### config.mk
export PLATFORM = sky130hd
export DESIGN_NAME = session_controller_flat
export DESIGN_NICKNAME = d
export VERILOG_FILES = /design/src/rtl/jpeg_ctrl_pkg.sv /design/src/rtl/session_controller_if.sv /design/src/rtl/bit_byte_packer.sv /design/src/rtl/session_controller.sv /design/src/flat_wrapper.sv
export SDC_FILE = /design/constraint.sdc
export NUM_CORES = 1
export LEC_CHECK = 0
export CAP_MARGIN = 20
export CORE_MARGIN = 1
export CORE_UTILIZATION = 49
export CTS_BUF_LIST = sky130_fd_sc_hd__clkbuf_8 sky130_fd_sc_hd__clkbuf_16
export CTS_CLUSTER_SIZE = 40
export DETAILED_ROUTE_END_ITERATION = 10
export PLACE_DENSITY_LB_ADDON = 0.2
export SLEW_MARGIN = 25
export SYNTH_ARGS = -nofsm -noshare
export SYNTH_HDL_FRONTEND = slang
export SYNTH_SLANG_ARGS = --single-unit
### constraint.sdc
create_clock -name clk -period 2.94 [get_ports clk]
set_input_delay 0.588 -clock clk [delete_from_list [all_inputs] [get_ports clk]]
set_output_delay 0.588 -clock clk [all_outputs]
set_load 0.01 [all_outputs]
### src/rtl/jpeg_ctrl_pkg.sv
// Shared encodings for the JPEG session controller: opcodes, result codes, FSM states.
package jpeg_ctrl_pkg;

   localparam logic [3:0] OP_DECODE = 4'h1;
   localparam logic [3:0] OP_STATUS = 4'h2;

   typedef enum logic [2:0] {
      ERR_OK        = 3'd0,
      ERR_BAD_OP    = 3'd1,
      ERR_ZERO_LEN  = 3'd2,
      ERR_OVERFLOW  = 3'd3,
      ERR_TIMEOUT   = 3'd4,
      ERR_PREMATURE = 3'd5
   } err_t;

   typedef enum logic [2:0] {
      ST_IDLE,
      ST_CHECK,
      ST_START,
      ST_STREAM,
      ST_DRAIN,
      ST_STATUS,
      ST_REARM
   } state_t;

endpackage

### src/rtl/session_controller_if.sv
// Parser / decoder handshake bundle seen by the session controller.
interface session_controller_if #(
   parameter int COMMAND_WIDTH = 16
);
   logic [COMMAND_WIDTH-1:0] cmd_in;
   logic                     bit_in;
   logic                     bit_valid;
   logic                     dec_start;
   logic [7:0]               dec_byte;
   logic                     dec_byte_valid;
   logic                     dec_byte_ready;
   logic                     dec_done;
   logic                     parser_rearm;
   logic                     busy;
   logic                     session_done;
   logic [2:0]               err_code;
   logic                     status_valid;

   // Controller side
   modport slave (
      input  cmd_in, bit_in, bit_valid, dec_byte_ready, dec_done,
      output dec_start, dec_byte, dec_byte_valid, parser_rearm, busy,
             session_done, err_code, status_valid
   );

   // Parser/decoder side
   modport master (
      output cmd_in, bit_in, bit_valid, dec_byte_ready, dec_done,
      input  dec_start, dec_byte, dec_byte_valid, parser_rearm, busy,
             session_done, err_code, status_valid
   );
endinterface

### src/rtl/bit_byte_packer.sv
// MSB-first serial-to-byte packer with a one-deep holding register towards the decoder.
module bit_byte_packer (
   input  logic       clk,
   input  logic       rst,
   input  logic       clear_i,
   input  logic       bit_en_i,
   input  logic       bit_i,
   input  logic       bit_valid_i,
   input  logic       ready_i,
   output logic [7:0] byte_o,
   output logic       valid_o,
   output logic       accept_o,
   output logic       overflow_o
);
   logic [7:0] shift_q, shift_d;
   logic [2:0] cnt_q, cnt_d;
   logic [7:0] hold_q, hold_d;
   logic       valid_q, valid_d;
   logic       take;
   logic       complete;
   logic [7:0] full_byte;

   assign take       = bit_en_i & bit_valid_i;
   assign full_byte  = {shift_q[6:0], bit_i};
   assign complete   = take & (cnt_q == 3'd7);
   assign accept_o   = valid_q & ready_i;
   assign overflow_o = complete & valid_q & ~ready_i;
   assign byte_o     = hold_q;
   assign valid_o    = valid_q;

   // Shift in bits; on the 8th bit move the byte to the holding register.
   // Acceptance and a new completion in one cycle simply reloads the register.
   always_comb begin
      shift_d = shift_q;
      cnt_d   = cnt_q;
      hold_d  = hold_q;
      valid_d = valid_q;
      if (clear_i) begin
         shift_d = '0;
         cnt_d   = '0;
         hold_d  = '0;
         valid_d = 1'b0;
      end else begin
         if (take) begin
            shift_d = full_byte;
            cnt_d   = cnt_q + 3'd1;
         end
         if (overflow_o) begin
            valid_d = 1'b0;
         end else if (complete) begin
            hold_d  = full_byte;
            valid_d = 1'b1;
         end else if (accept_o) begin
            valid_d = 1'b0;
         end
      end
   end

   // Packer state register with synchronous reset.
   always_ff @(posedge clk) begin
      if (rst) begin
         shift_q <= '0;
         cnt_q   <= '0;
         hold_q  <= '0;
         valid_q <= 1'b0;
      end else begin
         shift_q <= shift_d;
         cnt_q   <= cnt_d;
         hold_q  <= hold_d;
         valid_q <= valid_d;
      end
   end

endmodule

### src/rtl/session_controller.sv
// Session FSM: command check, decoder start, byte streaming, drain watchdog, status reply.
module session_controller #(
   parameter int COMMAND_WIDTH = 16,
   parameter int TIMEOUT_WIDTH = 20
) (
   input logic                 clk,
   input logic                 rst,
   session_controller_if.slave bus
);
   import jpeg_ctrl_pkg::*;

   state_t                   state_q, state_d;
   logic [3:0]               op_q, op_d;
   logic [11:0]              len_q, len_d;
   logic [11:0]              byte_cnt_q, byte_cnt_d;
   logic [TIMEOUT_WIDTH-1:0] wd_q, wd_d;
   err_t                     err_q, err_d;
   logic                     from_status_q, from_status_d;

   logic [COMMAND_WIDTH-1:0] cmd_w;
   logic                     bit_en;
   logic                     clear;
   logic                     accept;
   logic                     overflow;

   assign cmd_w  = bus.cmd_in;
   assign bit_en = (state_q == ST_IDLE)  || (state_q == ST_CHECK) ||
                   (state_q == ST_START) || (state_q == ST_STREAM);
   assign clear  = (state_q == ST_REARM);

   bit_byte_packer u_packer (
      .clk        (clk),
      .rst        (rst),
      .clear_i    (clear),
      .bit_en_i   (bit_en),
      .bit_i      (bus.bit_in),
      .bit_valid_i(bus.bit_valid),
      .ready_i    (bus.dec_byte_ready),
      .byte_o     (bus.dec_byte),
      .valid_o    (bus.dec_byte_valid),
      .accept_o   (accept),
      .overflow_o (overflow)
   );

   assign bus.dec_start    = (state_q == ST_START);
   assign bus.status_valid = (state_q == ST_STATUS);
   assign bus.parser_rearm = (state_q == ST_REARM);
   assign bus.session_done = (state_q == ST_REARM) && !from_status_q;
   assign bus.busy         = (state_q != ST_IDLE);
   assign bus.err_code     = err_q;

   // Next-state, counters and result code.
   always_comb begin
      state_d       = state_q;
      op_d          = op_q;
      len_d         = len_q;
      byte_cnt_d    = byte_cnt_q;
      wd_d          = wd_q;
      err_d         = err_q;
      from_status_d = 1'b0;
      unique case (state_q)
         ST_IDLE: begin
            if (bus.bit_valid) begin
               op_d    = cmd_w[15:12];
               len_d   = cmd_w[11:0];
               state_d = ST_CHECK;
            end
         end
         ST_CHECK: begin
            if (op_q == OP_DECODE) begin
               if (len_q == '0) begin
                  err_d   = ERR_ZERO_LEN;
                  state_d = ST_REARM;
               end else begin
                  state_d = ST_START;
               end
            end else if (op_q == OP_STATUS) begin
               state_d = ST_STATUS;
            end else begin
               err_d   = ERR_BAD_OP;
               state_d = ST_REARM;
            end
         end
         ST_START: begin
            err_d   = ERR_OK;
            state_d = ST_STREAM;
         end
         ST_STREAM: begin
            if (accept) byte_cnt_d = byte_cnt_q + 12'd1;
            // The counter is always below the length while streaming, so any
            // dec_done here is premature.
            if (overflow) begin
               err_d   = ERR_OVERFLOW;
               state_d = ST_REARM;
            end else if (bus.dec_done) begin
               err_d   = ERR_PREMATURE;
               state_d = ST_REARM;
            end else if (accept && (byte_cnt_d == len_q)) begin
               state_d = ST_DRAIN;
            end
         end
         ST_DRAIN: begin
            if (bus.dec_done) begin
               err_d   = ERR_OK;
               state_d = ST_REARM;
            end else if (wd_q == '1) begin
               err_d   = ERR_TIMEOUT;
               state_d = ST_REARM;
            end else begin
               wd_d = wd_q + TIMEOUT_WIDTH'(1);
            end
         end
         ST_STATUS: begin
            from_status_d = 1'b1;
            state_d       = ST_REARM;
         end
         ST_REARM: begin
            byte_cnt_d = '0;
            wd_d       = '0;
            state_d    = ST_IDLE;
         end
         default: state_d = ST_IDLE;
      endcase
   end

   // FSM and counter registers; reset overrides every other event.
   always_ff @(posedge clk) begin
      if (rst) begin
         state_q       <= ST_IDLE;
         op_q          <= '0;
         len_q         <= '0;
         byte_cnt_q    <= '0;
         wd_q          <= '0;
         err_q         <= ERR_OK;
         from_status_q <= 1'b0;
      end else begin
         state_q       <= state_d;
         op_q          <= op_d;
         len_q         <= len_d;
         byte_cnt_q    <= byte_cnt_d;
         wd_q          <= wd_d;
         err_q         <= err_d;
         from_status_q <= from_status_d;
      end
   end

endmodule

### src/flat_wrapper.sv
// flat-port wrapper written by rule: the top's interface ports become plain ports
module session_controller_flat import jpeg_ctrl_pkg::*;
#(
   parameter int COMMAND_WIDTH = 16,
   parameter int TIMEOUT_WIDTH = 20
)
  (clk, rst, bus_cmd_in, bus_bit_in, bus_bit_valid, bus_dec_byte_ready, bus_dec_done, bus_dec_start, bus_dec_byte, bus_dec_byte_valid, bus_parser_rearm, bus_busy, bus_session_done, bus_err_code, bus_status_valid);
  session_controller_if #(.COMMAND_WIDTH(COMMAND_WIDTH)) bus_i ();
  input logic clk;
  input logic rst;
  input wire logic [$bits(bus_i.cmd_in)-1:0] bus_cmd_in;
  input wire logic [$bits(bus_i.bit_in)-1:0] bus_bit_in;
  input wire logic [$bits(bus_i.bit_valid)-1:0] bus_bit_valid;
  input wire logic [$bits(bus_i.dec_byte_ready)-1:0] bus_dec_byte_ready;
  input wire logic [$bits(bus_i.dec_done)-1:0] bus_dec_done;
  output wire logic [$bits(bus_i.dec_start)-1:0] bus_dec_start;
  output wire logic [$bits(bus_i.dec_byte)-1:0] bus_dec_byte;
  output wire logic [$bits(bus_i.dec_byte_valid)-1:0] bus_dec_byte_valid;
  output wire logic [$bits(bus_i.parser_rearm)-1:0] bus_parser_rearm;
  output wire logic [$bits(bus_i.busy)-1:0] bus_busy;
  output wire logic [$bits(bus_i.session_done)-1:0] bus_session_done;
  output wire logic [$bits(bus_i.err_code)-1:0] bus_err_code;
  output wire logic [$bits(bus_i.status_valid)-1:0] bus_status_valid;
  assign bus_i.cmd_in = bus_cmd_in;
  assign bus_i.bit_in = bus_bit_in;
  assign bus_i.bit_valid = bus_bit_valid;
  assign bus_i.dec_byte_ready = bus_dec_byte_ready;
  assign bus_i.dec_done = bus_dec_done;
  assign bus_dec_start = bus_i.dec_start;
  assign bus_dec_byte = bus_i.dec_byte;
  assign bus_dec_byte_valid = bus_i.dec_byte_valid;
  assign bus_parser_rearm = bus_i.parser_rearm;
  assign bus_busy = bus_i.busy;
  assign bus_session_done = bus_i.session_done;
  assign bus_err_code = bus_i.err_code;
  assign bus_status_valid = bus_i.status_valid;
  session_controller #(.COMMAND_WIDTH(COMMAND_WIDTH), .TIMEOUT_WIDTH(TIMEOUT_WIDTH)) u_core (.clk(clk), .rst(rst), .bus(bus_i));
endmodule
==> key figures, run 1 <==
Global route
  – Antenna violations before repair: 0
  – First-pass GRT wire length: 14,290 microns
  – GRT Residual Overflow: 0
  – GRT met1 Usage: 32.60%
  – GRT Resource Usage Total: 23.54%
  – Most used routing layer: met2
  – Pin count of the biggest net entering global routing: 40
  – Met2 layer usage reported by global route: 36.08%
  – Number of global-route vias before repair: 3,046
  – Met3 usage: 4.384%

STA
  – Period utilisation layout: 92.49%
  – Total Neg Setup Slack: 0 ns
  – Number of failing hold endpoints at the final stage: 0
  – Setup violations, final: 0
  – Fin worst setup slack: 0.2209 ns
  – Setup clock skew after layout: 0.01237 ns
  – Hold WS: 0.4602 ns
  – Crit path time final: 2.719 ns
  – Actual slew at the worst max-slew pin: 0.7508 ns
  – Slew margin rel.: 49.76%
  – Setup repair after global routing missed its margin: false
  – Fmax achieved: 0.3678 GHz
  – Max-slew violation count: 0

Setup path
  – Worst R2R Setup Slack: 0.47 ns
  – Arrival time reported for the critical path endpoint: 2.13 ns
  – Start-to-end type of the worst setup path: flip-flop to output pin
  – Capture instance of the worst register-to-register path: u_core.state_q[1]$_SDFFE_PP0P_
  – Worst setup EP type: output pin
  – Crit-path max FO: 16
  – WP data required: 2.35 ns
  – Type of origin of the critical path: flip-flop
  – Reg-to-Reg Start: u_core.byte_cnt_q[0]$_SDFFE_PP0P_
  – Cell count of the worst reg-to-reg path: 6

Power
  – Static leakage power: 1.596 nW
  – VDD IR max: 370.0 uV
  – Overall power: 2.801 mW
  – Pwr Density: 638.6 nW/um^2

Logic synthesis
  – Average cell area after synthesis: 8.137 sq um
  – Largest family of logic cells by synthesized area: simple AND/OR/NAND/NOR gates
  – Area of the mapped netlist: 3654 sq um
  – Synthesized-area fraction occupied by adder cells: 1.370%
  – Sequential share of the synthesized area: 40.55%
  – Number of warnings reported in the yosys synthesis log: 0
  – Syn nets: 475
  – Fraction of synthesis flops using an asynchronous set or reset pin: 0%
  – Proportion of synthesized area in mux cells: 3.562%
  – Netlist cell types: 49
  – Share of the synthesized area in compound gates (AO/OA/AOI/OAI): 15.72%
  – EDFF count, synth: 0
  – Register bit total from synthesis: 74
  – Most frequently used flop master after synthesis: sky130_fd_sc_hd__dfxtp_1
  – Synth Area in Simple Gates: 26.44%
  – Cell count after synthesis: 449
  – XOR/XNOR share of the synthesized area: 8.870%

Detailed routing
  – Initial DRT Pass Iterations: 5
  – Final routed DRC violation total: 0
  – Post-DR vias/cell: 5.650
  – Total number of vias: 3,362
  – Remaining number of nets flagged by the antenna check after routing: 0
  – Wirelength per Cell: 14.48 microns
  – Number of DRC markers after the initial detailed-route iteration: 189
  – Routed wire length: 8616 microns

Clocking
  – Clock-pin slew on the worst setup and hold paths: 0.08 ns
  – Count of hold-fix buffers inserted at cts: 0
  – Buffers inserted by post-CTS timing repair: 0
  – Maximum clock path buffer count: 2
  – Insertion delay of the later-clocked pin in the worst-skew pair: 0.35 ns
  – # resized after CTS: 0
  – Cell chosen for the clock root: sky130_fd_sc_hd__clkbuf_8
  – TritonCTS clock tree: built
  – H-tree level count: 3
  – Total CTS buffers: 9
  – CTS Sinks: 74

Final layout
  – Area grow syn2layout: 20.03%
  – Layout fillers: 681
  – Multi-input logic area: 2044 sq um
  – Number of nets in the final layout: 517
  – Commonest cells after routing, fill and taps aside: sky130_fd_sc_hd__dfxtp_1 (74), sky130_fd_sc_hd__nand2_1 (66), sky130_fd_sc_hd__nor2_1 (48)
  – Total non-filler cell area in the finished layout: 4385 sq um
  – Commonest non-fill, non-tap cell in the layout: sky130_fd_sc_hd__dfxtp_1
  – Seq. cell area: 1481 sq um
  – Layout cell share with drive strength beyond 1: 8.468%
  – N_diodes: 0

Min path
  – Beginning of the worst hold path: u_core.u_packer.shift_q[6]$_SDFFE_PP0P_
  – Min-Delay Path Class: flip-flop to flip-flop
  – Hold depth: 2
  – End point of the most critical hold path: u_core.u_packer.shift_q[6]$_SDFFE_PP0P_

Job
  – Reported max-cap violation count: 0

Floorplanning
  – Count of boundary I/O pins: 39
  – Die Y-Extent: 88.35 microns
  – Full die area: 7806 sq um
  – DIE WIDTH: 88.35 microns
  – Starting utilization of the core area: 50.64%
  – Core region area: 7214 sq um
  – Num rows: 31

Status
  – Run status: complete, no violations

Placed design
  – Gpl congestion: 0.8691
  – Detailed Place HPWL: 6050 microns
  – Cell area reported after detailed placement: 4192 sq um
  – Port Buffers: 38
  – Post-Place Setup Slack: 0.04058 ns
-- critical path: stages, from the launching register on --
cell and delay [ns]:
sky130_fd_sc_hd__dfxtp_1 0.63, sky130_fd_sc_hd__nand2_1 0.13, sky130_fd_sc_hd__or2_2 0.36, sky130_fd_sc_hd__nor2_1 0.12
sky130_fd_sc_hd__clkdlybuf4s50_1 0.54
-- final cells by class --
| cell class | instances | share of cell area (%) |
|---|---|---|
| repair buffers | 55 | 11.58 |
| inverters | 9 | 0.7703 |
| clock inverters | 7 | 1.598 |
| clock buffers | 9 | 2.825 |
| multi-input cells | 342 | 46.62 |
| well taps | 99 | 2.825 |
| flip-flops and latches | 74 | 33.78 |
-- power by group --
part,internal (mW),total [mW],switching (mW),leakage (nW)
clock network,0.390,0.790,0.400,0.0931
logic,0.362,0.788,0.425,0.903
registers,1.09,1.22,0.130,0.600
total,1.85,2.80,0.955,1.60
-- state kept, by name, indices dropped and copies added (netlist names) --
signal	count
u_core.wd_q	20
u_core.state_q	3
u_core.u_packer.cnt_q	3
u_core.u_packer.byte_o	8
u_core.bus.err_code	3
u_core.u_packer.valid_o	1
u_core.byte_cnt_q	12
u_core.u_packer.shift_q	7
u_core.len_q	12
u_core.op_q	4
u_core.from_status_q	1
-- cells by family (layout without fill, tap and decap cells) --
| family | count (synthesis) | after routing |
|---|---|---|
| AOI/OAI and AO/OA | 94 | 94 |
| buffers and inverters | 33 | 80 |
| and+or+nand+nor | 194 | 194 |
| xor gates and xnor gates | 37 | 37 |
| muxes | 13 | 13 |
| DFF | 74 | 74 |
| adders and majority gates | 4 | 4 |
-- stage by stage --
stage	cells	util, %
floorplan	449	-
global placement	579	58.10
detailed placement	579	58.10
CTS	595	60.79
global route	595	60.79
finish	595	60.79
-- layer usage --
metal | share of wire, % | wire length [microns]
met5 | 0 | 0
met4 | 1.9 | 167
met1 | 48 | 4141
met3 | 4.7 | 409
met2 | 45 | 3897
-- synth_stat cells (2+ instances only) --
cell type	n	area share [%]
sky130_fd_sc_hd__a21oi_1	47	6.4
sky130_fd_sc_hd__a22oi_1	2	0.41
sky130_fd_sc_hd__a311oi_1	2	0.48
sky130_fd_sc_hd__a31oi_1	3	0.51
sky130_fd_sc_hd__and2_1	3	0.51
sky130_fd_sc_hd__and3_1	12	2.1
sky130_fd_sc_hd__and4_1	6	1.4
sky130_fd_sc_hd__buf_1	2	0.21
sky130_fd_sc_hd__buf_2	3	0.41
sky130_fd_sc_hd__clkbuf_1	19	2.0
sky130_fd_sc_hd__dfxtp_1	74	41
sky130_fd_sc_hd__ha_1	4	1.4
sky130_fd_sc_hd__inv_1	9	0.92
sky130_fd_sc_hd__mux2i_1	13	3.6
sky130_fd_sc_hd__nand2_1	66	6.8
sky130_fd_sc_hd__nand2b_1	2	0.34
sky130_fd_sc_hd__nand3_1	10	1.4
sky130_fd_sc_hd__nand4_1	10	1.7
sky130_fd_sc_hd__nand4b_1	2	0.48
sky130_fd_sc_hd__nor2_1	48	4.9
sky130_fd_sc_hd__nor2b_1	5	0.86
sky130_fd_sc_hd__nor3_1	6	0.82
sky130_fd_sc_hd__nor4_1	5	0.86
sky130_fd_sc_hd__o2111ai_1	4	0.96
sky130_fd_sc_hd__o211ai_1	5	1.0
sky130_fd_sc_hd__o21a_1	2	0.41
sky130_fd_sc_hd__o21ai_0	16	2.2
sky130_fd_sc_hd__o31a_1	2	0.48
sky130_fd_sc_hd__o31ai_1	3	0.62
sky130_fd_sc_hd__or2_2	3	0.51
sky130_fd_sc_hd__or3_1	3	0.51
sky130_fd_sc_hd__or4_1	5	1.0
sky130_fd_sc_hd__or4_4	2	0.62
sky130_fd_sc_hd__xnor2_1	13	3.1
sky130_fd_sc_hd__xor2_1	24	5.8
-- worst max-delay path by stage --
stage | from | endpoint | slack, ns
2_1_floorplan | bus_dec_byte_ready | u_core.state_q[1]$_SDFFE_PP0P_ | 0.71
3_3_place_gp | bus_dec_byte_ready | u_core.state_q[1]$_SDFFE_PP0P_ | 0.03
3_5_place_dp | bus_dec_byte_ready | u_core.state_q[0]$_SDFFE_PP0P_ | 0.04
4_1_cts | u_core.state_q[2]$_SDFFE_PP0P_ | bus_session_done | 0.24
5_1_grt | u_core.state_q[2]$_SDFFE_PP0P_ | bus_session_done | 0.05
6_report | u_core.state_q[2]$_SDFFE_PP0P_ | bus_session_done | 0.22
Power figures use the tool's default switching activity.
==> run 2: changes to the inputs <==
ABC_AREA = 1   (was unset)
REMOVE_ABC_BUFFERS = 1   (was unset)
==> run 2 against run 1 <==
Effect of this change: register-to-register slack gained 0.13 ns; cell count grew 26%; synthesized cell count grew 35%; flip-flop and latch count is the same; clock power grew 12%; critical path type unchanged; via count grew 19%; combinational power grew 33%.
==> key figures, run 2 <==
Setup path
  – WP data required: 2.35 ns
  – Type of origin of the critical path: flip-flop
  – Reg-to-Reg Start: u_core.wd_q[0]$_SDFFE_PP0P_
  – Arrival time reported for the critical path endpoint: 2.00 ns
  – CP Launch Point: u_core.state_q[2]$_SDFFE_PP0P_
  – Crit-path max FO: 7
  – Worst setup EP type: output pin
  – Start-to-end type of the worst setup path: flip-flop to output pin

Clocking
  – Insertion delay of the later-clocked pin in the worst-skew pair: 0.35 ns
  – H-tree level count: 3
  – CTS Sinks: 74
  – Total CTS buffers: 9
  – Count of hold-fix buffers inserted at cts: 0
  – # resized after CTS: 0
  – Maximum clock path buffer count: 2
  – Buffers inserted by post-CTS timing repair: 0
  – TritonCTS clock tree: built
  – Cell chosen for the clock root: sky130_fd_sc_hd__clkbuf_8
  – Clock-pin slew on the worst setup and hold paths: 0.08 ns

Detailed routing
  – Post-DR vias/cell: 5.322
  – Final routed DRC violation total: 0
  – Number of DRC markers after the initial detailed-route iteration: 191
  – Total number of vias: 3,986
  – Wirelength per Cell: 12.47 microns
  – Initial DRT Pass Iterations: 4
  – Remaining number of nets flagged by the antenna check after routing: 0
  – Routed wire length: 9341 microns

Min path
  – Beginning of the worst hold path: u_core.u_packer.shift_q[2]$_SDFFE_PP0P_
  – Min-Delay Path Class: flip-flop to flip-flop

Logic synthesis
  – Netlist cell types: 34
  – Cell types occupying the most area after synthesis: sky130_fd_sc_hd__dfxtp_1 (37%), sky130_fd_sc_hd__nand2_1 (13%), sky130_fd_sc_hd__nand3_1 (7.9%)
  – Fraction of synthesis flops using an asynchronous set or reset pin: 0%
  – Dominant cell by count in the synthesized netlist: sky130_fd_sc_hd__nand2_1
  – Most frequently used flop master after synthesis: sky130_fd_sc_hd__dfxtp_1
  – Commonest cells post-synth: sky130_fd_sc_hd__nand2_1 (137), sky130_fd_sc_hd__dfxtp_1 (74), sky130_fd_sc_hd__inv_1 (73), sky130_fd_sc_hd__nor2_1 (66), sky130_fd_sc_hd__nand3_1 (63)
  – EDFF count, synth: 0
  – Area share of the largest cell type after synthesis: 36.92%
  – Cell count after synthesis: 604
  – Sequential share of the synthesized area: 36.92%
  – Area of the mapped netlist: 4013 sq um
  – Number of warnings reported in the yosys synthesis log: 0
  – Cell type with the largest total area after synthesis: sky130_fd_sc_hd__dfxtp_1
  – Average cell area after synthesis: 6.643 sq um
  – Register bit total from synthesis: 74

STA
  – Slew margin rel.: 52.99%
  – Fmax achieved: 0.3865 GHz
  – Actual slew at the worst max-slew pin: 0.7044 ns
  – Crit path time final: 2.588 ns
  – Setup repair after global routing missed its margin: false
  – Period utilisation layout: 88.01%
  – Max-slew violation count: 0
  – Setup clock skew after layout: 0.005717 ns
  – Setup violations, final: 0
  – Number of failing hold endpoints at the final stage: 0
  – Total Neg Setup Slack: 0 ns
  – Hold WS: 0.4715 ns

Floorplanning
  – Starting utilization of the core area: 51.39%
  – Full die area: 8554 sq um
  – DIE WIDTH: 92.49 microns
  – Num rows: 32
  – Count of boundary I/O pins: 39
  – Core region area: 7807 sq um
  – Die Y-Extent: 92.49 microns

Status
  – Run status: complete, no violations

Final layout
  – Layout cell share with drive strength beyond 1: 8.192%
  – Commonest cells after routing, fill and taps aside: sky130_fd_sc_hd__nand2_1 (137), sky130_fd_sc_hd__inv_1 (74), sky130_fd_sc_hd__dfxtp_1 (74)
  – Number of nets in the final layout: 668
  – Registers with the highest flip-flop counts: u_core.wd_q (20), u_core.byte_cnt_q (12), u_core.len_q (12)
  – Max reg flops: 20
  – Register ranked first by flip-flop count: u_core.wd_q
  – Area grow syn2layout: 17.18%
  – N_diodes: 0
  – Commonest non-fill, non-tap cell in the layout: sky130_fd_sc_hd__nand2_1
  – Layout fillers: 773

Placed design
  – Gpl congestion: 0.8867
  – Port Buffers: 38
  – Detailed Place HPWL: 6866 microns

Power
  – Pwr Density: 675.9 nW/um^2
  – Static leakage power: 1.901 nW
  – VDD IR max: 305.1 uV

Global route
  – Antenna violations before repair: 0
  – GRT Resource Usage Total: 23.62%
  – First-pass GRT wire length: 16,240 microns
  – GRT Residual Overflow: 0
  – Pin count of the biggest net entering global routing: 30
  – Number of global-route vias before repair: 3,696

Job
  – Reported max-cap violation count: 0
[run 2: changes by cell type after synthesis, moves of 18 or more]
cell                      before  now
sky130_fd_sc_hd__o21ai_0      16   35
sky130_fd_sc_hd__inv_1         9   73
sky130_fd_sc_hd__nand2_1      66  137
sky130_fd_sc_hd__nor2_1       48   66
sky130_fd_sc_hd__xor2_1       24    5
sky130_fd_sc_hd__nand3_1      10   63
[run 2: where the power goes]
| part | internal [mW] | total, mW | leakage [nW] | switching (mW) |
|---|---|---|---|---|
| logic | 0.390 | 1.05 | 1.19 | 0.656 |
| registers | 1.13 | 1.25 | 0.601 | 0.118 |
| clock network | 0.478 | 0.881 | 0.111 | 0.404 |
| total | 2.00 | 3.18 | 1.90 | 1.18 |
[run 2: per-stage QoR]
stage	util [%]	total power, mW	worst slack [ns]	cells	area [sq um]
floorplan	-	1.981	1.037	586	3924
global placement	57.44	2.280	0.3596	733	4484
detailed placement	57.44	2.311	0.2915	733	4484
CTS	60.22	3.188	0.3460	749	4702
global route	60.22	3.416	0.2731	749	4702
finish	60.22	3.178	0.3525	749	4702
[run 2: kinds of logic after synthesis]
kind of cell               synth area share (%)
and+or+nand+nor                           36.58
AOI/OAI and AO/OA                         12.53
DFF                                       36.92
adders and majority gates                 1.247
buffers and inverters                     9.978
xor gates and xnor gates                  2.744
[run 2: area by class of cell]
| type | count | area [sq um] | area share [%] |
|---|---|---|---|
| clock buffer | 9 | 123.9 | 2.634 |
| sequential | 74 | 1481 | 31.51 |
| inverter | 83 | 311.5 | 6.626 |
| multi-input combinational | 429 | 2131 | 45.32 |
| clock inverter | 7 | 93.84 | 1.996 |
| timing repair buffer | 45 | 432.9 | 9.207 |
| tap | 102 | 127.6 | 2.714 |
[run 2: path summary, 6_finish.rpt]
| kind | slack, ns | cells past startpoint | to |
|---|---|---|---|
| setup / recovery | 0.35 | 5 | bus_session_done |
| setup reg to reg | 0.60 | 12 | u_core.bus.err_code[1]$_SDFFE_PP0P_ |
| hold reg to reg | 0.47 | 2 | u_core.u_packer.byte_o[3]$_SDFFE_PP0P_ |
| hold / removal | 0.47 | 2 | u_core.u_packer.byte_o[3]$_SDFFE_PP0P_ |
[run 2: worst max-delay path: stages (launching register included)]
cell                              delay, ns
sky130_fd_sc_hd__dfxtp_1               0.47
sky130_fd_sc_hd__inv_2                 0.11
sky130_fd_sc_hd__nor3_4                0.38
sky130_fd_sc_hd__inv_2                 0.06
sky130_fd_sc_hd__nor2_1                0.09
sky130_fd_sc_hd__clkdlybuf4s50_1       0.53
[run 2: metal layers]
layer  vias up  part of all wire (%)  global-route usage (%)
met5         -                     0                       0
met4         0                   2.6                   12.11
met3        22                   4.7                   3.612
met2       111                    45                   37.41
met1      1811                    48                   31.04
li1       2042                     -                       -
==> run 3: changes to the inputs <==
--- a/config.mk
+++ b/config.mk
@@ -9,3 +9,2 @@
 export CAP_MARGIN = 20
-export CORE_MARGIN = 1
 export CORE_UTILIZATION = 49
--- a/constraint.sdc
+++ b/constraint.sdc
@@ -3,2 +3,2 @@
 set_output_delay 0.588 -clock clk [all_outputs]
-set_load 0.01 [all_outputs]
+set_load 0.1 [all_outputs]
==> run 3 against run 2 <==
Effect of this change: power rose by 3.2%; routed wire length fell by 1.4%; maximum frequency rose by 9.8%; largest power group is now combinational cells; flip-flop and latch count did not move; global-route usage fell by 0.11 points; clock skew rose by 0.0038 ns; critical path depth did not move; utilization fell by 0.91 points; sequential power barely moved; register-to-register slack improved by 0.04 ns; sequential share of layout area rose by 0.49 points.
==> key figures, run 3 (synthesis results as in run 2) <==
Power
  – VDD IR max: 293.5 uV
  – Power Internal: 1.826 mW
  – Net load switching power: 1.453 mW
  – Fraction of power consumed by combinational cells: 39.6%
  – Clk network pwr share: 22.2%
  – Net switching fraction of the power: 44.32%
  – Static leakage power: 1.915 nW
  – Sequential Power Share: 38.2%
  – Pwr Density: 708.0 nW/um^2

Global route
  – Antenna violations before repair: 0
  – GRT Residual Overflow: 0
  – GRT Resource Usage Total: 23.52%
  – First-pass GRT wire length: 16,220 microns
  – Pin count of the biggest net entering global routing: 30
  – Met2 layer usage reported by global route: 37.65%
  – Most used routing layer: met2
  – GRT met1 Usage: 31.67%
  – Met3 usage: 3.284%
  – Number of global-route vias before repair: 3,602

Final layout
  – Layout fillers: 767
  – Number of nets in the final layout: 668
  – Non-filler instance count after layout: 749
  – Seq. cell area: 1481 sq um
  – Registers with the highest flip-flop counts: u_core.wd_q (20), u_core.byte_cnt_q (12), u_core.len_q (12)
  – Commonest non-fill, non-tap cell in the layout: sky130_fd_sc_hd__nand2_1
  – Max reg flops: 20
  – Commonest cells after routing, fill and taps aside: sky130_fd_sc_hd__nand2_1 (137), sky130_fd_sc_hd__dfxtp_1 (74), sky130_fd_sc_hd__inv_1 (73)
  – Total non-filler cell area in the finished layout: 4631 sq um
  – Layout cell share with drive strength beyond 1: 10.97%
  – Multi-input logic area: 2131 sq um
  – N_diodes: 0
  – Register ranked first by flip-flop count: u_core.wd_q
  – Area grow syn2layout: 15.40%

Placed design
  – Cell area reported after detailed placement: 4454 sq um
  – Port Buffers: 38
  – Detailed Place HPWL: 6773 microns
  – Number of placed instances, taps included: 733
  – Gpl congestion: 0.9142

STA
  – Actual slew at the worst max-slew pin: 0.7188 ns
  – Setup clock skew after layout: 0.009472 ns
  – Max-slew violation count: 0
  – Setup repair after global routing missed its margin: false
  – Number of failing hold endpoints at the final stage: 0
  – Slew margin rel.: 51.64%
  – Setup violations, final: 0
  – Period utilisation layout: 80.13%
  – Fmax achieved: 0.4245 GHz
  – Crit path time final: 2.356 ns

Clocking
  – Total CTS buffers: 9
  – H-tree level count: 3
  – Maximum clock path buffer count: 2
  – TritonCTS clock tree: built
  – Count of hold-fix buffers inserted at cts: 0
  – Clock-pin slew on the worst setup and hold paths: 0.08 ns
  – CTS Sinks: 74
  – Insertion delay of the later-clocked pin in the worst-skew pair: 0.35 ns
  – # resized after CTS: 0
  – Cell chosen for the clock root: sky130_fd_sc_hd__clkbuf_8
  – Buffers inserted by post-CTS timing repair: 0

Setup path
  – Capture instance of the worst register-to-register path: u_core.bus.err_code[1]$_SDFFE_PP0P_
  – Crit-path max FO: 7
  – Cell count of the worst reg-to-reg path: 12
  – Start-to-end type of the worst setup path: flip-flop to output pin
  – WP data required: 2.35 ns
  – Worst setup EP type: output pin
  – Worst R2R Setup Slack: 0.64 ns
  – Type of origin of the critical path: flip-flop
  – Reg-to-Reg Start: u_core.wd_q[0]$_SDFFE_PP0P_
  – Arrival time reported for the critical path endpoint: 1.77 ns

Detailed routing
  – Routed wire length: 9211 microns
  – Total number of vias: 3,949
  – Final routed DRC violation total: 0
  – Number of DRC markers after the initial detailed-route iteration: 249
  – Post-DR vias/cell: 5.272
  – Wirelength per Cell: 12.30 microns
  – Remaining number of nets flagged by the antenna check after routing: 0
  – Initial DRT Pass Iterations: 5

Min path
  – End point of the most critical hold path: u_core.u_packer.byte_o[5]$_SDFFE_PP0P_
  – Min-Delay Path Class: flip-flop to flip-flop
  – Hold depth: 2
  – Beginning of the worst hold path: u_core.u_packer.shift_q[4]$_SDFFE_PP0P_

Job
  – Reported max-cap violation count: 0

Floorplanning
  – Starting utilization of the core area: 51.39%
  – DIE WIDTH: 92.49 microns
  – Full die area: 8554 sq um
  – Count of boundary I/O pins: 39
  – Die Y-Extent: 92.49 microns
  – Num rows: 32
  – Core region area: 7807 sq um

Status
  – Run status: complete, no violations
==> run 3: cell types whose count changed in the layout (fill, tap and decap cells not counted) <==
cell | previous run | this run
sky130_fd_sc_hd__clkdlybuf4s50_1 | 38 | 21
sky130_fd_sc_hd__buf_4 | 7 | 23
sky130_fd_sc_hd__bufinv_16 | 2 | 0
sky130_fd_sc_hd__buf_12 | 0 | 1
sky130_fd_sc_hd__clkinv_2 | 1 | 2
sky130_fd_sc_hd__clkinv_4 | 1 | 2
sky130_fd_sc_hd__inv_1 | 74 | 73
sky130_fd_sc_hd__inv_6 | 1 | 2
==> run 3: worst max-delay path by stage <==
stage / endpoint / from
after floorplan: bus_session_done / u_core.state_q[2]$_SDFFE_PP0P_
after global placement: u_core.state_q[2]$_SDFFE_PP0P_ / bus_dec_byte_ready
after detailed placement: u_core.state_q[1]$_SDFFE_PP0P_ / bus_dec_byte_ready
after CTS: bus_session_done / u_core.state_q[2]$_SDFFE_PP0P_
after global routing: u_core.bus.err_code[1]$_SDFFE_PP0P_ / u_core.wd_q[0]$_SDFFE_PP0P_
final: bus_session_done / u_core.state_q[2]$_SDFFE_PP0P_
==> run 3: routing by layer <==
metal,part of all wire [%],wire [microns]
met1,48,4404
met2,45,4191
met3,4.7,431
met4,2.0,184
met5,0,0
==> run 3: power groups by stage <==
stage          Clock [mW]  Combinational, mW  Sequential [mW]
2_1_floorplan           0              0.910             1.34
3_3_place_gp            0               1.27             1.27
3_5_place_dp            0               1.30             1.27
4_1_cts             0.745               1.30             1.25
5_1_grt             0.786               1.46             1.27
6_report            0.727               1.30             1.25
==> run 3: through the flow <==
step | util [%] | total power, mW | TNS [ns] | hold WS (ns) | setup WS [ns]
after CTS | 59.31 | 3.295 | 0 | 0.4766 | 0.5635
after floorplan | - | 2.246 | -1.042 | 0.4389 | -0.8200
after detailed placement | 57.05 | 2.570 | 0 | 0.4590 | 0.2918
final | 59.31 | 3.278 | 0 | 0.4688 | 0.5841
after global routing | 59.31 | 3.516 | 0 | 0.5005 | 0.3855
after global placement | 57.05 | 2.539 | 0 | 0.4579 | 0.3525
==> run 3: critical path, cell delays in order (launching register included) <==
cell and delay, ns:
sky130_fd_sc_hd__dfxtp_1 0.48, sky130_fd_sc_hd__inv_2 0.11, sky130_fd_sc_hd__nor3_4 0.37, sky130_fd_sc_hd__inv_2 0.06
sky130_fd_sc_hd__nor2_1 0.18, sky130_fd_sc_hd__buf_12 0.20
==> run 3: final cells by class <==
type / count / area share (%)
multi-input cells: 429 / 46.01
flip-flops and latches: 74 / 31.99
repair buffers: 45 / 8.700
inverters: 83 / 6.728
well taps: 102 / 2.756
clock buffers: 9 / 2.675
clock inverters: 7 / 1.135
